File: src/rtl/lsu_mem_ctrl.sv
// -----------------------------------------------------------------------------
// lsu_mem_ctrl
//
// Load/store sequencer between the execute stage and a word-wide, handshaked
// data memory port. One access is in flight at a time. An access that crosses
// a word boundary is issued as two word-aligned beats, and the returned words
// are merged. Loads return a sign- or zero-extended result.
//
// mem_ctrl encoding: [1:0] 00 = byte, 01 = half, 10/11 = word; [2] 1 = unsigned.
//
// Optional build macro:
//   LSU_MISALIGN_TRAP_EN - a word-crossing access performs no memory beat. It
//                          completes one cycle after the request, with
//                          cpu_fault set.
//
// Parameters:
//   ADDR_W   - address width in bits
//   MAX_WAIT - cycles without progress before the access is aborted (0 = never)
//
// Ports:
//   clk, rst_n          - clock, asynchronous active-low reset
//   cpu_req/we/addr/wdata/mem_ctrl - request fields, sampled only when idle
//   cpu_stall           - high while an access is in flight (combinational
//                         from cpu_req when idle)
//   cpu_done/cpu_fault  - one-cycle completion pulse / error flag
//   cpu_rdata           - formatted load result, held until the next completion
//   mem_valid/ready/we/addr/be/wdata - beat request channel
//   mem_rvalid/rdata    - in-order read return channel
// -----------------------------------------------------------------------------
module lsu_mem_ctrl #(
    parameter int ADDR_W   = 32,
    parameter int MAX_WAIT = 15
) (
    input  logic              clk,
    input  logic              rst_n,
    input  logic              cpu_req,
    input  logic              cpu_we,
    input  logic [ADDR_W-1:0] cpu_addr,
    input  logic [31:0]       cpu_wdata,
    input  logic [2:0]        cpu_mem_ctrl,
    output logic              cpu_stall,
    output logic              cpu_done,
    output logic [31:0]       cpu_rdata,
    output logic              cpu_fault,
    output logic              mem_valid,
    input  logic              mem_ready,
    output logic              mem_we,
    output logic [ADDR_W-1:0] mem_addr,
    output logic [3:0]        mem_be,
    output logic [31:0]       mem_wdata,
    input  logic              mem_rvalid,
    input  logic [31:0]       mem_rdata
);

`ifdef LSU_MISALIGN_TRAP_EN
    localparam bit TRAP_EN = 1'b1;
`else
    localparam bit TRAP_EN = 1'b0;
`endif

    localparam int WAIT_W = 16;
    localparam bit TMO_EN = (MAX_WAIT > 0);

    typedef enum logic [2:0] {
        S_IDLE = 3'd0,
        S_B0   = 3'd1,
        S_W0   = 3'd2,
        S_B1   = 3'd3,
        S_W1   = 3'd4,
        S_DONE = 3'd5
    } state_t;

    // Lane mask for an access size, before shifting by the byte offset.
    function automatic logic [3:0] lane_mask(input logic [1:0] size);
        case (size)
            2'b00:   lane_mask = 4'b0001;
            2'b01:   lane_mask = 4'b0011;
            default: lane_mask = 4'b1111;
        endcase
    endfunction

    // Shift the merged {hi,lo} pair down by the offset and extend to 32 bits.
    function automatic logic [31:0] fmt_load(input logic [63:0] raw,
                                             input logic [2:0]  ctrl,
                                             input logic [1:0]  off);
        logic [31:0] sh;
        sh = 32'(raw >> {off, 3'b000});
        case (ctrl[1:0])
            2'b00:   fmt_load = ctrl[2] ? {24'h000000, sh[7:0]}
                                        : {{24{sh[7]}}, sh[7:0]};
            2'b01:   fmt_load = ctrl[2] ? {16'h0000, sh[15:0]}
                                        : {{16{sh[15]}}, sh[15:0]};
            default: fmt_load = sh;
        endcase
    endfunction

    state_t              state_q, state_d;
    logic [WAIT_W-1:0]   wait_q, wait_d;
    logic [31:0]         lo_q, lo_d;
    logic                we_q, we_d;
    logic [ADDR_W-1:0]   addr_q, addr_d;
    logic [31:0]         wdata_q, wdata_d;
    logic [2:0]          ctrl_q, ctrl_d;
    logic                fault_d;
    logic [31:0]         rdata_q, rdata_d;

    logic                mem_valid_q, mem_valid_d;
    logic                mem_we_q, mem_we_d;
    logic [ADDR_W-1:0]   mem_addr_q, mem_addr_d;
    logic [3:0]          mem_be_q, mem_be_d;
    logic [31:0]         mem_wdata_q, mem_wdata_d;
    logic                cpu_done_q, cpu_fault_q;

    // While idle the live request fields drive the decode so that the beat
    // outputs can be registered on the same edge that accepts the request.
    logic                idle_s;
    logic                src_we_s;
    logic [ADDR_W-1:0]   src_addr_s;
    logic [31:0]         src_wdata_s;
    logic [2:0]          src_ctrl_s;
    logic [1:0]          off_s;
    logic [7:0]          lanes_s;
    logic                split_s;
    logic [63:0]         wsh_s;
    logic [ADDR_W-1:0]   word_addr_s;
    logic [ADDR_W-1:0]   next_addr_s;
    logic                timeout_s;

    assign idle_s      = (state_q == S_IDLE);
    assign src_we_s    = idle_s ? cpu_we       : we_q;
    assign src_addr_s  = idle_s ? cpu_addr     : addr_q;
    assign src_wdata_s = idle_s ? cpu_wdata    : wdata_q;
    assign src_ctrl_s  = idle_s ? cpu_mem_ctrl : ctrl_q;

    assign off_s       = src_addr_s[1:0];
    // Lanes [3:0] belong to the first word, [7:4] spill into the next one.
    assign lanes_s     = {4'b0000, lane_mask(src_ctrl_s[1:0])} << off_s;
    assign split_s     = |lanes_s[7:4];
    assign wsh_s       = {32'h00000000, src_wdata_s} << {off_s, 3'b000};
    assign word_addr_s = {src_addr_s[ADDR_W-1:2], 2'b00};
    assign next_addr_s = word_addr_s + ADDR_W'(4);
    assign timeout_s   = TMO_EN && (wait_q == WAIT_W'(MAX_WAIT - 1));

    // Next-state, wait counter, request latch and load-result computation.
    always_comb begin
        state_d = state_q;
        wait_d  = wait_q;
        lo_d    = lo_q;
        we_d    = we_q;
        addr_d  = addr_q;
        wdata_d = wdata_q;
        ctrl_d  = ctrl_q;
        rdata_d = rdata_q;
        fault_d = 1'b0;
        case (state_q)
            S_IDLE: begin
                wait_d = '0;
                if (cpu_req) begin
                    we_d    = cpu_we;
                    addr_d  = cpu_addr;
                    wdata_d = cpu_wdata;
                    ctrl_d  = cpu_mem_ctrl;
                    if (TRAP_EN && split_s) begin
                        state_d = S_DONE;
                        fault_d = 1'b1;
                    end else begin
                        state_d = S_B0;
                    end
                end else begin
                    state_d = S_IDLE;
                end
            end
            S_B0, S_B1: begin
                if (mem_ready) begin
                    wait_d = '0;
                    if (!we_q) begin
                        state_d = (state_q == S_B0) ? S_W0 : S_W1;
                    end else if ((state_q == S_B0) && split_s) begin
                        state_d = S_B1;
                    end else begin
                        state_d = S_DONE;
                    end
                end else if (timeout_s) begin
                    wait_d  = '0;
                    state_d = S_DONE;
                    fault_d = 1'b1;
                end else begin
                    wait_d = wait_q + WAIT_W'(1);
                end
            end
            S_W0: begin
                if (mem_rvalid) begin
                    wait_d = '0;
                    lo_d   = mem_rdata;
                    if (split_s) begin
                        state_d = S_B1;
                    end else begin
                        state_d = S_DONE;
                        rdata_d = fmt_load({32'h00000000, mem_rdata}, ctrl_q, addr_q[1:0]);
                    end
                end else if (timeout_s) begin
                    wait_d  = '0;
                    state_d = S_DONE;
                    fault_d = 1'b1;
                end else begin
                    wait_d = wait_q + WAIT_W'(1);
                end
            end
            S_W1: begin
                if (mem_rvalid) begin
                    wait_d  = '0;
                    state_d = S_DONE;
                    rdata_d = fmt_load({mem_rdata, lo_q}, ctrl_q, addr_q[1:0]);
                end else if (timeout_s) begin
                    wait_d  = '0;
                    state_d = S_DONE;
                    fault_d = 1'b1;
                end else begin
                    wait_d = wait_q + WAIT_W'(1);
                end
            end
            S_DONE: begin
                wait_d  = '0;
                state_d = S_IDLE;
            end
            default: begin
                wait_d  = '0;
                state_d = S_IDLE;
            end
        endcase
    end

    // Beat outputs for the cycle after this edge, derived from the next state.
    always_comb begin
        mem_valid_d = 1'b0;
        mem_we_d    = 1'b0;
        mem_addr_d  = '0;
        mem_be_d    = 4'b0000;
        mem_wdata_d = 32'h00000000;
        case (state_d)
            S_B0: begin
                mem_valid_d = 1'b1;
                mem_we_d    = src_we_s;
                mem_addr_d  = word_addr_s;
                mem_be_d    = lanes_s[3:0];
                mem_wdata_d = src_we_s ? wsh_s[31:0] : 32'h00000000;
            end
            S_B1: begin
                mem_valid_d = 1'b1;
                mem_we_d    = src_we_s;
                mem_addr_d  = next_addr_s;
                mem_be_d    = lanes_s[7:4];
                mem_wdata_d = src_we_s ? wsh_s[63:32] : 32'h00000000;
            end
            default: begin
                mem_valid_d = 1'b0;
            end
        endcase
    end

    // Control state, captured request and merge buffer.
    always_ff @(posedge clk or negedge rst_n) begin
        if (!rst_n) begin
            state_q <= S_IDLE;
            wait_q  <= '0;
            lo_q    <= 32'h00000000;
            we_q    <= 1'b0;
            addr_q  <= '0;
            wdata_q <= 32'h00000000;
            ctrl_q  <= 3'b000;
            rdata_q <= 32'h00000000;
        end else begin
            state_q <= state_d;
            wait_q  <= wait_d;
            lo_q    <= lo_d;
            we_q    <= we_d;
            addr_q  <= addr_d;
            wdata_q <= wdata_d;
            ctrl_q  <= ctrl_d;
            rdata_q <= rdata_d;
        end
    end

    // Registered memory-port and completion outputs.
    always_ff @(posedge clk or negedge rst_n) begin
        if (!rst_n) begin
            mem_valid_q <= 1'b0;
            mem_we_q    <= 1'b0;
            mem_addr_q  <= '0;
            mem_be_q    <= 4'b0000;
            mem_wdata_q <= 32'h00000000;
            cpu_done_q  <= 1'b0;
            cpu_fault_q <= 1'b0;
        end else begin
            mem_valid_q <= mem_valid_d;
            mem_we_q    <= mem_we_d;
            mem_addr_q  <= mem_addr_d;
            mem_be_q    <= mem_be_d;
            mem_wdata_q <= mem_wdata_d;
            cpu_done_q  <= (state_d == S_DONE);
            cpu_fault_q <= fault_d;
        end
    end

    assign cpu_stall = !idle_s || cpu_req;
    assign cpu_done  = cpu_done_q;
    assign cpu_fault = cpu_fault_q;
    assign cpu_rdata = rdata_q;
    assign mem_valid = mem_valid_q;
    assign mem_we    = mem_we_q;
    assign mem_addr  = mem_addr_q;
    assign mem_be    = mem_be_q;
    assign mem_wdata = mem_wdata_q;

endmodule

File: config.mk
export PLATFORM = sky130hd
export DESIGN_NAME = lsu_mem_ctrl
export DESIGN_NICKNAME = d
export VERILOG_FILES = /design/src/rtl/lsu_mem_ctrl.sv
export SDC_FILE = /design/constraint.sdc
export NUM_CORES = 1
export LEC_CHECK = 0
export CAP_MARGIN = 20
export CORE_ASPECT_RATIO = 1.25
export CORE_UTILIZATION = 31
export CTS_CLUSTER_DIAMETER = 60
export DETAILED_ROUTE_END_ITERATION = 16
export PLACE_DENSITY = 0.59
export SKIP_CTS_REPAIR_TIMING = 1
export SLEW_MARGIN = 0
export SYNTH_ARGS = -nofsm -noshare
export SYNTH_HDL_FRONTEND = slang
export SYNTH_SLANG_ARGS = --single-unit
File: constraint.sdc
create_clock -name clk -period 4.35 [get_ports clk]
set_clock_uncertainty 0.05 [all_clocks]
set_input_delay 0.87 -clock clk [delete_from_list [all_inputs] [get_ports clk]]
set_output_delay 0.87 -clock clk [all_outputs]
set_load 0.03 [all_outputs]
# --- Yosys cells after proc, flatten, opt, wreduce, memory -nomap -nowiden ---
# Index checks and enable logic that the tools add are counted.
classes:
  n_eq_ne: 13
  shifts: 4
  add_sub_neg: 2
  n_reduce_logical: 14
  mux: 40
ops:
  columns: ["cell", "count"]
  rows:
  - ["32-bit two-way mux", 11]
  - ["32-bit one-hot mux with 2 select lines", 5]
  - ["32-bit by 5-bit left shift with 64-bit output", 1]
  - ["64-bit by 5-bit >> shifter with 32-bit output", 1]
  - ["16-bit two-way mux", 3]
  - ["32-bit by 3-bit adder with 32-bit output, second input constant", 1]
  - ["16-bit one-hot mux with 2 select lines", 1]
  - ["32-bit by 5-bit >> shifter with 32-bit output", 1]
  - ["3-bit two-way mux", 8]
  - ["16-bit by 1-bit adder with 16-bit output, second input constant", 1]
  - ["16-bit by 4-bit == test with 1-bit output, second input constant", 1]
  - ["4-bit one-hot mux with 2 select lines", 2]
  - ["3-bit one-hot mux with 4 select lines", 1]
  - ["3-bit by 2-bit == test with 1-bit output, second input constant", 3]
  - ["4-bit by 2-bit left shift with 8-bit output", 1]
  - ["1-bit two-way mux", 7]
  - ["3-bit by 1-bit == test with 1-bit output, second input constant", 2]
  - ["3-bit == test, second input constant", 2]
  - ["2-bit inequality test, second input constant", 3]
  - ["2-bit OR reduction", 3]
  - ["2-bit by 1-bit == test with 1-bit output, second input constant", 2]
  - ["2-bit zero test", 2]
  - ["2-bit AND reduction", 2]
  - ["4-bit AND reduction", 1]
  - ["8 further kinds", 8]
totals:
  in_bits: 105
  reg_bits: 223
  wordCells: 88
  out_inout_bits: 105

# --- Longest topological paths before layout ---
depth:
  ltp_word: 14
  ltp_mapped: 14
  depth_no_buf: 10

# --- Least setup slack after synthesis ---
# No wires, ideal clock.
synth_path:
  path_kind: "register to register"
  start: "reg state_q[0]"
  end: "reg mem_addr_q[26], in the netlist mem_addr[26]"
  arrival_ns: 3.116
  period_less_slack_ns: 3.293
  path_stages_with_launch: 15
  path_slack_ns: 1.057
  path_buffers: 4
  required_ns: 4.173
  path_cell_list: "dfrtp_1 -> buf_2 -> or3_1 -> buf_4 -> buf_2 -> buf_1 -> mux2i_1 -> inv_1 -> ha_1 -> nand4_1 -> mux2i_1 -> o21ai_0 -> nor4_1 -> a21o_1 -> o21ai_0"
synth_between:
  elab_chain_len: 13
  elab_cells_between_ends: 27
synth_rtl:
  columns: ["item", "line_no", "source"]
  rows:
  - ["start: declaration", "97", "state_t state_q, state_d;"]
  - ["start signal: assignment", "273", "state_q <= state_d;"]
  - ["3-bit zero test", "129, 155", null]
  - ["2-bit two-way mux", "133", "assign src_ctrl_s = idle_s ? cpu_mem_ctrl : ctrl_q;"]
  - ["2-bit by 1-bit == test with 1-bit output or 2-bit zero test (tied branches)", "75", "case (size)"]
  - ["4-bit one-hot mux with 2 select lines", "75", null]
  - ["4-bit by 2-bit left shift with 8-bit output", "137", "assign lanes_s = {4'b0000, lane_mask(src_ctrl_s[1:0])} << off_s;"]
  - ["4-bit OR reduction", "138", "assign split_s = |lanes_s[7:4];"]
  - ["1-bit logical AND", "178", "end else if ((state_q == S_B0) && split_s) begin"]
  - ["3-bit two-way mux", "178", null]
  - ["3-bit two-way mux", "176", "if (!we_q) begin"]
  - ["3-bit two-way mux", "174", "if (mem_ready) begin"]
  - ["3-bit one-hot mux with 4 select lines", "155", "case (state_q)"]
  - ["3-bit by 2-bit == test with 1-bit output or 3-bit by 1-bit == test with 1-bit output (tied branches)", "240", "case (state_d)"]
  - ["32-bit one-hot mux with 2 select lines (*)", "240", null]
  - ["net mem_addr_d[26]", "109", "logic [ADDR_W-1:0] mem_addr_q, mem_addr_d;"]
  - ["end signal: assignment", "297", "mem_addr_q <= mem_addr_d;"]
  - ["end: declaration", "109", null]
# Mark *: on every way through the listed nets, which the timed path passes. The rest lies on a longest branch.
# A chain may end at the register's enable or synchronous reset.

# --- Worst setup path after layout ---
layout_path:
  start: "reg state_q[1]"
  end: "out cpu_stall"
layout_between:
  elab_chain_len: 3
layout_rtl:
  columns: ["item", "line_no", "source"]
  rows:
  - ["3-bit zero test", "129", "assign idle_s = (state_q == S_IDLE);"]
  - ["1-bit zero test", "305", "assign cpu_stall = !idle_s || cpu_req;"]
  - ["1-bit logical OR", "305", null]
  - ["end: declaration", "41", "output logic cpu_stall,"]
# Every way passes these cells.

==> flow_metrics.tcl <==
set metrics [dict create \
    status "finished clean" \
    first_iter_violations 698 \
    regToRegSetupSlack_ns 0.93 \
    cts_sinks 221 \
    htreeDepth 1 \
    period_share 0.8309 \
    post_drt_wl_per_cell_um 20.04 \
    nFillCells 3860 \
    rsz0062_at_grt "false" \
    syn_area_um2 12570 \
    vdd_drop_max_mv 0.3554 \
    cts_buffer_depth 3 \
    synth.avg_cell_area_um2 10.24 \
    die_area_um2 41370 \
    hold_violations 0 \
    drive_above_1_share 0.1688 \
    synth_area_leaders "dfrtp_1 (44%), mux2_2 (11%), mux2i_1 (7.1%)" \
    cts_buffers 27 \
    dr_total_vias 10460 \
    portBuffers 207 \
    multiInputGateArea_um2 6644 \
    ant_nets 0 \
    yosysSeqAreaShare 0.4399 \
    pre_cts_ws_ns 0.6050 \
    cp.arrival_ns 2.69 \
    slew_headroom 0.2747 \
    final-setup-viol-count 0 \
    seq_area_um2 5535 \
    cts-root-buf "clkbuf_16" \
    finalMaxSlewViolations 0 \
    yosysUniqueCellTypes 66 \
    vias_per_cell 5.420 \
    powerDensity_nw_per_um2 774.7 \
    dr.pass1.iters 5 \
    start_util 0.3142 \
    globalRouteTotalUtil 0.1850 \
    rows 82 \
    synth_enable_flop_cells 0 \
    dp_hpwl_um 26990 \
    crit_path_end "cpu_stall" \
    first_global_vias 10510 \
    synth-async-reset-ratio 1.000 \
    grt_pass1_wl_um 60330 \
    overflow 0 \
    yosysTopAreaCell "dfrtp_1" \
    startpoint "state_q[1]$_DFF_PN0_" \
    synth-seq-cells 221 \
    path_clk_slew_ns 0.06 \
    antenna_found_initial 6 \
    endpoint_kind "output port" \
    finalWirelength_um 38680 \
    setup_ws_ns 0.7356 \
    leakagePower_nw 6.706 \
    fin_crit_ns 3.614 \
    max_freq_ghz 0.2767 \
    hold_slack_ns 0.2531 \
    ios 210 \
    synthCells 1228 \
    core-area_um2 40010 \
    cts_tree "yes" \
    grt_max_degree 88 \
    worstMarginPinSlew_ns 1.083 \
    yosysWarnings 0 \
    die_width_um 182.1 \
    nets 1510 \
    fin_util 0.4028 \
    synth_top_area_frac 0.4399 \
    drc 0 \
    worstHoldPathType "input port to async pin" \
    clkLatencyLatePin_ns 0.56 \
    fin_setup_tns_ns 0 \
    worstReg2RegStart "addr_q[0]$_DFFE_PN0P_" \
    cp.required_ns 3.43 \
    r2r-end "mem_wdata[16]$_DFF_PN0_" \
    worst-r2r-cell-count 6 \
    start_kind "register" \
    place.gp.congestion 0.8258 \
    synth-main-ff-cell "dfrtp_1" \
    worstSetupPathType "register to output port" \
    syn2layout_area_growth_pct 28.23 \
    die_h_um 227.1 \
    drv_cap 0 \
    crit_fanout 32 \
]
[per-stage QoR]
| stage | area [um^2] | instances | power [mW] |
|---|---|---|---|
| after floorplan | 12570 | 1229 | 8.038 |
| after global placement | 15170 | 1877 | 10.02 |
| after detailed placement | 15170 | 1877 | 10.11 |
| after CTS | 16110 | 1926 | 12.57 |
| after global routing | 16120 | 1930 | 13.30 |
| final | 16120 | 1930 | 12.49 |
[synth_stat cells (3+ instances only)]
cell,count
a211o_1,3
a211oi_1,14
a21o_1,5
a21oi_1,108
a22o_1,7
a31oi_1,4
and2_1,6
and3_1,17
buf_1,18
buf_2,17
buf_4,7
clkbuf_1,49
dfrtp_1,221
ha_1,3
inv_1,11
mux2_2,126
mux2i_1,89
mux4_2,23
nand2_1,122
nand2b_1,6
nand3_1,30
nand3b_1,9
nand4_1,13
nor2_1,71
nor2b_1,18
nor3_1,18
nor4_1,7
o211ai_1,9
o21ai_0,60
o21ai_1,6
o221ai_1,7
o22ai_1,15
o31ai_1,22
o32ai_1,9
or3_1,8
xnor2_1,14
xor2_1,19
[worst min-delay path by stage]
stage / slack (ns) / cells past startpoint / end / start
2_1_floorplan: 0.43 / 1 / lo_q[2]$_DFFE_PN0P_ / lo_q[2]$_DFFE_PN0P_
4_1_cts: 0.31 / 1 / cpu_fault$_DFF_PN0_ / rst_n
5_1_grt: 0.31 / 1 / cpu_fault$_DFF_PN0_ / rst_n
3_5_place_dp: 0.42 / 2 / cpu_rdata[20]$_DFFE_PN0P_ / cpu_rdata[20]$_DFFE_PN0P_
6_report: 0.25 / 1 / cpu_fault$_DFF_PN0_ / rst_n
3_3_place_gp: 0.42 / 2 / cpu_rdata[11]$_DFFE_PN0P_ / cpu_rdata[11]$_DFFE_PN0P_
[logic make-up (layout without fill, tap and decap cells)]
family | count (synthesis) | in the layout | synth area share
buffers and inverters | 104 | 297 | 0.03603
AO/OA/AOI/OAI | 286 | 286 | 0.1387
AND/OR/NAND/NOR | 342 | 342 | 0.1341
adder cells (fa/ha/maj) | 3 | 3 | 0.002986
flip-flops | 221 | 221 | 0.4399
multiplexers | 238 | 238 | 0.2249
other | 1 | 6 | 0.0002983
XOR/XNOR | 33 | 33 | 0.02299
[layer usage]
layer  GRT usage  up-vias  routed length [um]
li1            -     4859                   -
met1      0.2376     5242               16710
met2      0.3148      281               18950
met3     0.02432       74                1757
met4     0.07536        4                1233
met5           0        -                  25
[cell type report]
type | instances | area share
clock buffer | 39 | 0.04844
clock inverter | 10 | 0.01009
timing repair buffer | 237 | 0.1436
multi-input combinational | 904 | 0.4122
tap | 504 | 0.03912
antenna | 4 | 0.0006210
inverter | 11 | 0.002562
sequential | 221 | 0.3434
[flip-flops by register name, summed over array words and instances, names as in the netlist]
signal / count
addr_q: 32
cpu_rdata: 32
lo_q: 32
mem_wdata: 32
wdata_q: 32
mem_addr: 30
wait_q: 16
mem_be: 4
ctrl_q: 3
state_q: 3
cpu_done: 1
cpu_fault: 1
mem_valid: 1
mem_we: 1
we_q: 1
[worst max-delay path, cell delays in order (launching register included)]
cell and delay [ns]:
dfrtp_1 0.52, nor3_2 0.38, buf_4 0.45, nand2b_1 0.10
clkdlybuf4s50_1 0.67
[cells in the final DEF (no fill, tap or decap), drive strengths merged, types with 30 or more instances in the layout]
master	n
mux2	126
nand3	30
nand2	122
a21oi	108
buf	31
clkdlybuf4s50	206
mux2i	89
dfrtp	221
nor2	71
clkbuf	39
o21ai	66
[power breakdown]
| group | switching [mW] | internal [mW] |
|---|---|---|
| logic | 3.65 | 2.80 |
| registers | 0.750 | 2.89 |
| clock network | 0.917 | 1.48 |
| total | 5.32 | 7.17 |
(Power assumes the default switching activity.)
